File: src/rtl/usb_phy_pkg.sv
// rtl/usb_phy_pkg.sv - shared FSM state type and default widths for the NRZI receive path
package usb_phy_pkg;

   typedef enum logic [1:0] {
      ST_IDLE = 2'd0,
      ST_RUN  = 2'd1,
      ST_ERR  = 2'd2
   } deser_state_t;

   localparam int DEF_STUFF_LEN = 6;
   localparam int DEF_BYTE_W    = 8;

endpackage

File: src/rtl/usb_unstuff_counter.sv
// rtl/usb_unstuff_counter.sv - consecutive-ones counter flagging stuffed-bit drops and stuff violations
module usb_unstuff_counter #(
   parameter int STUFF_LEN = usb_phy_pkg::DEF_STUFF_LEN
) (
   input  logic i_clk,
   input  logic i_rst,
   input  logic i_restart,
   input  logic i_clear,
   input  logic i_en,
   input  logic i_bit,
   output logic o_drop,
   output logic o_viol
);

   localparam int OW = $clog2(STUFF_LEN + 1);
   localparam logic [OW-1:0] LIM = OW'(STUFF_LEN);

   logic [OW-1:0] ones;
   logic [OW-1:0] ones_eff;
   logic          at_limit;

   // A restarting packet is evaluated against a zero count in the same cycle.
   always_comb begin
      ones_eff = i_restart ? '0 : ones;
      at_limit = (ones_eff == LIM);
      o_drop   = i_en && at_limit && !i_bit;
      o_viol   = i_en && at_limit && i_bit;
   end

   always_ff @(posedge i_clk) begin
      if (i_rst || i_clear) begin
         ones <= '0;
      end else if (i_en) begin
         ones <= (at_limit || !i_bit) ? '0 : ones_eff + OW'(1);
      end else begin
         ones <= ones_eff;
      end
   end

endmodule

File: src/rtl/nrzi_unstuff_deser.sv
// rtl/nrzi_unstuff_deser.sv - NRZI decoder, bit unstuffer and LSB-first word deserialiser
module nrzi_unstuff_deser #(
   parameter int   STUFF_LEN  = usb_phy_pkg::DEF_STUFF_LEN,
   parameter int   BYTE_W     = usb_phy_pkg::DEF_BYTE_W,
   parameter logic INIT_LEVEL = 1'b1
) (
   input  logic              i_clk,
   input  logic              i_rst,
   input  logic              i_data,
   input  logic              i_valid,
   input  logic              i_pkt_start,
   input  logic              i_eop,
   output logic              o_bit,
   output logic              o_bit_valid,
   output logic [BYTE_W-1:0] o_byte,
   output logic              o_byte_valid,
   output logic              o_stuff_err,
   output logic              o_pkt_end,
   output logic              o_partial
);

   import usb_phy_pkg::*;

   localparam int CW = $clog2(BYTE_W);
   localparam logic [CW-1:0] LAST = CW'(BYTE_W - 1);

   deser_state_t      state;
   deser_state_t      proc_state;
   logic              prev_level;
   logic              dec_bit;
   logic              pkt_done;
   logic              restart;
   logic              en;
   logic              drop;
   logic              viol;
   logic              keep;
   logic              word_full;
   logic [CW-1:0]     bcnt;
   logic [CW-1:0]     bcnt_eff;
   logic [CW-1:0]     bcnt_new;
   logic [BYTE_W-1:0] shift;
   logic [BYTE_W-1:0] shift_eff;
   logic [BYTE_W-1:0] shift_new;

   // With i_eop present the cycle's bit belongs to the ending packet; a lone
   // i_pkt_start makes the bit the first of a fresh packet.
   always_comb begin
      pkt_done   = i_eop && (state != ST_IDLE);
      restart    = i_pkt_start && !pkt_done;
      proc_state = restart ? ST_RUN : state;
      dec_bit    = (i_data == prev_level);
      en         = i_valid && (proc_state == ST_RUN);
      keep       = en && !drop && !viol;
      bcnt_eff   = restart ? '0 : bcnt;
      shift_eff  = restart ? '0 : shift;
      word_full  = keep && (bcnt_eff == LAST);
      shift_new  = keep ? {dec_bit, shift_eff[BYTE_W-1:1]} : shift_eff;
      if (!keep)
         bcnt_new = bcnt_eff;
      else if (word_full)
         bcnt_new = '0;
      else
         bcnt_new = bcnt_eff + CW'(1);
   end

   usb_unstuff_counter #(
      .STUFF_LEN (STUFF_LEN)
   ) u_ones (
      .i_clk     (i_clk),
      .i_rst     (i_rst),
      .i_restart (restart),
      .i_clear   (pkt_done),
      .i_en      (en),
      .i_bit     (dec_bit),
      .o_drop    (drop),
      .o_viol    (viol)
   );

   always_ff @(posedge i_clk) begin
      if (i_rst) begin
         state        <= ST_IDLE;
         prev_level   <= INIT_LEVEL;
         bcnt         <= '0;
         shift        <= '0;
         o_bit        <= 1'b0;
         o_bit_valid  <= 1'b0;
         o_byte       <= '0;
         o_byte_valid <= 1'b0;
         o_stuff_err  <= 1'b0;
         o_pkt_end    <= 1'b0;
         o_partial    <= 1'b0;
      end else begin
         if (i_valid)
            prev_level <= i_data;
         o_bit_valid <= keep;
         if (keep)
            o_bit <= dec_bit;
         o_byte_valid <= word_full;
         if (word_full)
            o_byte <= shift_new;
         o_stuff_err <= viol;
         o_pkt_end   <= pkt_done;
         o_partial   <= pkt_done && (bcnt_new != '0);
         if (pkt_done) begin
            bcnt  <= '0;
            shift <= '0;
         end else begin
            bcnt  <= bcnt_new;
            shift <= shift_new;
         end
         if (i_pkt_start)
            state <= ST_RUN;
         else if (pkt_done)
            state <= ST_IDLE;
         else if (viol)
            state <= ST_ERR;
      end
   end

endmodule
File: config.mk
export PLATFORM = sky130hd
export DESIGN_NAME = nrzi_unstuff_deser
export DESIGN_NICKNAME = d
export VERILOG_FILES = /design/src/rtl/usb_phy_pkg.sv /design/src/rtl/usb_unstuff_counter.sv /design/src/rtl/nrzi_unstuff_deser.sv
export SDC_FILE = /design/constraint.sdc
export NUM_CORES = 1
export LEC_CHECK = 0
export CAP_MARGIN = 20
export CELL_PAD_IN_SITES_DETAIL_PLACEMENT = 0
export CELL_PAD_IN_SITES_GLOBAL_PLACEMENT = 2
export CORE_ASPECT_RATIO = 2
export CORE_MARGIN = 4
export CORE_UTILIZATION = 32
export CTS_CLUSTER_SIZE = 20
export DETAILED_ROUTE_END_ITERATION = 7
export PLACE_DENSITY = 0.79
export SYNTH_ARGS = -nofsm -noshare
export SYNTH_HDL_FRONTEND = slang
export SYNTH_SLANG_ARGS = --single-unit
File: constraint.sdc
create_clock -name i_clk -period 2.5 [get_ports i_clk]
set_clock_uncertainty 0.1 [all_clocks]
set_input_delay 0.5 -clock i_clk [delete_from_list [all_inputs] [get_ports i_clk]]
set_output_delay 0.5 -clock i_clk [all_outputs]
set_load 0.005 [all_outputs]
# Word level (Yosys, flattened, before mapping)
# Cells that the tools add are included.
[classes] n_addsub=2 eq_ne=4 mux=12 reduce_logical=21
[op_table] op="3-bit 2-to-1 mux" count=6
[op_table] op="8-bit 2-to-1 mux" count=2
[op_table] op="1-bit logical AND" count=10
[op_table] op="3-bit by 1-bit adder with 3-bit output, second input constant" count=2
[op_table] op="3-bit == test, second input constant" count=2
[op_table] op="3-bit nonzero test" count=2
[op_table] op="1-bit zero test" count=4
[op_table] op="1-bit 2-to-1 mux" count=3
[op_table] op="3-bit OR reduction" count=1
[op_table] op="2-bit by 1-bit == test with 1-bit output, second input constant" count=1
[op_table] op="1-bit logical OR" count=2
[op_table] op="2-bit 2-to-1 mux" count=1
[op_table] op="2-bit nonzero test" count=1
[op_table] op="2-bit OR reduction" count=1
[op_table] op="1-bit == test" count=1
[word_totals] reg_bits=31 in_bits=6 out_inout_bits=14

# Logic depth before layout (Yosys ltp)
[logic_depth] ltp_word=17 mapped_depth=9 mapped_depth_nobuf=8

# Modules after synthesis
# Synthesis repeated with hierarchy kept, for this count alone.
[hier_totals] hier_cells=133 area_unflattened_um2=1253.7
[by_module_without_submodules] mod="nrzi_unstuff_deser" n_inst=1 cells_each=113 area_each_um2=1071.0
[by_module_without_submodules] mod="usb_unstuff_counter" n_inst=1 cells_each=20 area_each_um2=182.7

# Worst setup path after synthesis
# OpenSTA, ideal clock, no wires.
[synth_path] path_kind="input to register" start="input i_eop" end="register o_byte[7]" setup_ns=0.121 t_arrival_ns=2.045 required_ns=2.279 slack_ns=0.234 cell_stages=9 cell_sequence="o21ai_4 -> nand2_1 -> and2_1 -> ha_1 -> nand2_1 -> a21o_1 -> and3_4 -> buf_6 -> mux2_4"
[synth_via] elab_chain_cells=12 elab_cells_between_ends=20
[synth_lines] element="start: declaration" line="nrzi_unstuff_deser.sv:12" rtl="input logic i_eop,"
[synth_lines] element="1-bit logical AND *" line="nrzi_unstuff_deser.sv:48" rtl="pkt_done = i_eop && (state != ST_IDLE);"
[synth_lines] element="1-bit zero test *" line="nrzi_unstuff_deser.sv:49" rtl="restart = i_pkt_start && !pkt_done;"
[synth_lines] element="1-bit logical AND *" line="nrzi_unstuff_deser.sv:49"
[synth_lines] element="2-bit 2-to-1 mux" line="nrzi_unstuff_deser.sv:50" rtl="proc_state = restart ? ST_RUN : state;"
[synth_lines] element="2-bit by 1-bit == test with 1-bit output" line="nrzi_unstuff_deser.sv:52" rtl="en = i_valid && (proc_state == ST_RUN);"
[synth_lines] element="1-bit logical AND" line="nrzi_unstuff_deser.sv:52"
[synth_lines] element="1-bit logical AND" line="usb_unstuff_counter.sv:26, usb_unstuff_counter.sv:27"
[synth_lines] element="1-bit logical AND" line="usb_unstuff_counter.sv:26" rtl="o_drop = i_en && at_limit && !i_bit;"
[synth_lines] element="1-bit zero test" line="nrzi_unstuff_deser.sv:53" rtl="keep = en && !drop && !viol;"
[synth_lines] element="1-bit logical AND (2 in a row)" line="nrzi_unstuff_deser.sv:53"
[synth_lines] element="8-bit 2-to-1 mux / 1-bit logical AND (equally long branches)" line="nrzi_unstuff_deser.sv:57, nrzi_unstuff_deser.sv:56"
[synth_lines] element="end signal: assignment" line="nrzi_unstuff_deser.sv:100" rtl="o_byte <= shift_new;"
[synth_lines] element="end: declaration" line="nrzi_unstuff_deser.sv:15" rtl="output logic [BYTE_W-1:0] o_byte,"
# Mark *: on every way between the ends. The rest lies on a longest branch, timed or not.
# A chain may end at the register's enable or synchronous reset.

# Worst setup path in the final report
# Ends and elaborated chain as after synthesis.

==> flow_summary.ini <==
[route]
viasPerCell = 5.066
drtPass1Iterations = 4
totalWireLength_mm = 3.396
drc_errors = 0
avgRoutedWirePerCell_um = 14.09
dr_total_vias = 1221
drtAntennaViolNets = 0
drt_iter0_drc = 17

[sta]
tightestPinTransition_ps = 493.7
clock.fmax_ghz = 0.4335
final-hold-violation-count = 0
fin_crit_sh = 0.9226
min_period_ps = 2307
relSlewSlack = 0.6698
rsz0062_at_grt = no
tns_ps = 0
hold_ws_ps = 365.2
slew_violations = 0
setup_violations = 0

[outcome]
status = finished clean

[hold_path]
whs_path_depth = 2
min_path_type = reg2reg
worstHoldEndpoint = o_byte[0]
hp-start = shift[1]

[synth]
yosysUniqueCellTypes = 40
synth_top_cell_by_area = dfxtp_1
syn_area_um2 = 1371
synth-seq-cells = 30
synth-edff-count = 0
synth_common_cells = dfxtp_1 (30), a21oi_1 (15), nand2_1 (12)
yosysMostFrequentCell = dfxtp_1
synthDominantCellAreaShare = 0.4380
synth_area_leaders = dfxtp_1 (44%), a21oi_1 (5.5%), mux2i_1 (5.1%)
yosysSeqAreaShare = 0.4380
syn_inst = 151
synthArstFlopShare = 0
syn-num-nets = 161
synthFlopType = dfxtp_1
ys_warn_count = 0
avgSynthCellArea_um2 = 9.082

[place]
dp.cells = 233
port_buffers = 19
gp_congestion = 0.7412
dp_hpwl_mm = 2.718

[global_routing]
grt_max_degree = 15
antenna_found_initial = 0
grt_pass1_wl_mm = 5.623
globalRouteOverflowTotal = 0
grt_use_total = 0.1457
grt_pass1_vias = 1250

[power_and_ir_drop]
p_switching_uw = 237.9
seq_power_share = 0.497
combPwrFrac = 0.101
peakVddDrop_uv = 322.1
p_per_area_nw_per_um2 = 539.9
clockPowerShare = 0.403
power.internal_uw = 753.1
p_leak_nw = 0.6710
p_sw_frac = 0.2400

[clock_network]
hold_buffers = 0
postCtsSetupBuffers = 0
cts_buffers = 5
clockBufferDepth = 2
clkSinkCount = 30
htree_num_levels = 2
path_clk_slew_ps = 60
cts.repair.resized = 0
cts_tree = done
cts-root-buf = clkbuf_8
clkLatencyLatePin_ps = 280

[setup_path]
critical-path-top-delay-family = buffers and inverters
path_buf_inv = 2
setup.worst_path.end_class = flip-flop
crit_chain = clkdlybuf4s50_1, o21ai_4, buf_4, a21boi_0, ha_1, ha_1, and3_4, mux2_4
slowest_delay_ps = 540
slowest_stage = clkdlybuf4s50_1
rr_worst_depth = 9
crit_top_cell = ha_1
startpoint_type = primary input
cp_max_fo = 8
required_ps = 2570
worst_r2r_startpoint = state[1]
r2r-end = u_ones.ones[0]
worstSetupPathType = in2reg
arrival_ps = 2380
ff2ff_setup_slack_ps = 480

[die]
core_area_um2 = 4129
start_util = 0.3321
die_width_um = 54.29
rows = 33
die_area_um2 = 5460
die_h_um = 100.6
io_pins = 20

[cells_and_area]
drive_gt1_frac = 0.1799
final_cells = 241
areaGrowthSynthToFinish_pct = 33.85
diodes = 0
nNetsFinal = 198

[flow_run]
maxCapViolations = 0
-- tightest hold or removal path: stages, from the launching register on --
cell,delay [ps]
dfxtp_1,310
nand2_1,50
mux2i_1,50
-- registers in the layout, indices dropped and copies added (netlist names), 2 cells and up --
name,flops
state,2
bcnt,3
o_byte,8
u_ones.ones,3
shift,7
-- how the worst max path moves through the flow --
stage          start        end  slack, ps  cells after the start
6_report       i_eop  o_byte[7]        190                      8
3_3_place_gp   i_eop  o_byte[7]        -90                      8
3_5_place_dp   i_eop  o_byte[7]       -110                      8
5_1_grt        i_eop  o_partial         50                      9
4_1_cts        i_eop  o_byte[7]        200                      8
2_1_floorplan  i_eop  o_byte[7]        230                      9
-- final cells by class --
type	instances	area, µm²
clock buffer	7	86.33
clock inverter	1	5.005
fill	415	2293
inverter	2	7.507
multi-input combinational	108	703.2
sequential	30	600.6
tap	52	65.06
timing repair buffer	41	367.9
-- layer usage --
layer  vias up  GRT usage  routed length, µm
li1        608          -                  -
met1       578     0.1302               1207
met2        23     0.2641               1922
met3        12    0.03704                115
met4         0    0.09789                150
met5         -          0                  0
-- power by group through the flow --
| stage | sequential, mW | clock (mW) | combinational [mW] |
|---|---|---|---|
| 3_5_place_dp | 0.503 | 0 | 0.0999 |
| 5_1_grt | 0.493 | 0.429 | 0.110 |
| 3_3_place_gp | 0.503 | 0 | 0.0990 |
| 2_1_floorplan | 0.502 | 0 | 0.0540 |
| 4_1_cts | 0.492 | 0.414 | 0.101 |
| 6_report | 0.492 | 0.399 | 0.0996 |
-- stage by stage --
stage | cell area (µm²) | total power, mW | util | setup slack (ps)
6_report | 1836 | 0.9910 | 0.4445 | 193.4
5_1_grt | 1836 | 1.032 | 0.4445 | 54.55
4_1_cts | 1836 | 1.007 | 0.4445 | 195.6
3_5_place_dp | 1744 | 0.6027 | 0.4224 | -110.6
3_3_place_gp | 1744 | 0.6016 | 0.4224 | -94.91
2_1_floorplan | 1371 | 0.5560 | - | 233.7
-- cells by family (layout without fill, tap and decap cells) --
| family | after synthesis | after routing | share of synthesized area |
|---|---|---|---|
| multiplexers | 8 | 8 | 0.06204 |
| flip-flops | 30 | 30 | 0.4380 |
| buffers and inverters | 13 | 51 | 0.04927 |
| AND/OR/NAND/NOR | 50 | 50 | 0.1953 |
| adder cells (fa/ha/maj) | 4 | 4 | 0.03650 |
| AO/OA/AOI/OAI | 44 | 44 | 0.2062 |
| XOR/XNOR | 2 | 2 | 0.01278 |
-- layout by cell type, fill, tap and decap left out, types with 3 or more instances in the layout --
cell,instances
o21ai_0,7
buf_4,21
dfxtp_1,30
a21oi_1,15
nor2_1,6
nand3_1,9
ha_1,4
o21ai_1,4
nor2b_1,3
nand2_1,12
nand2b_1,9
clkbuf_8,6
mux2i_1,7
clkdlybuf4s50_1,19
Note: power is estimated with default switching activity, not from simulation.
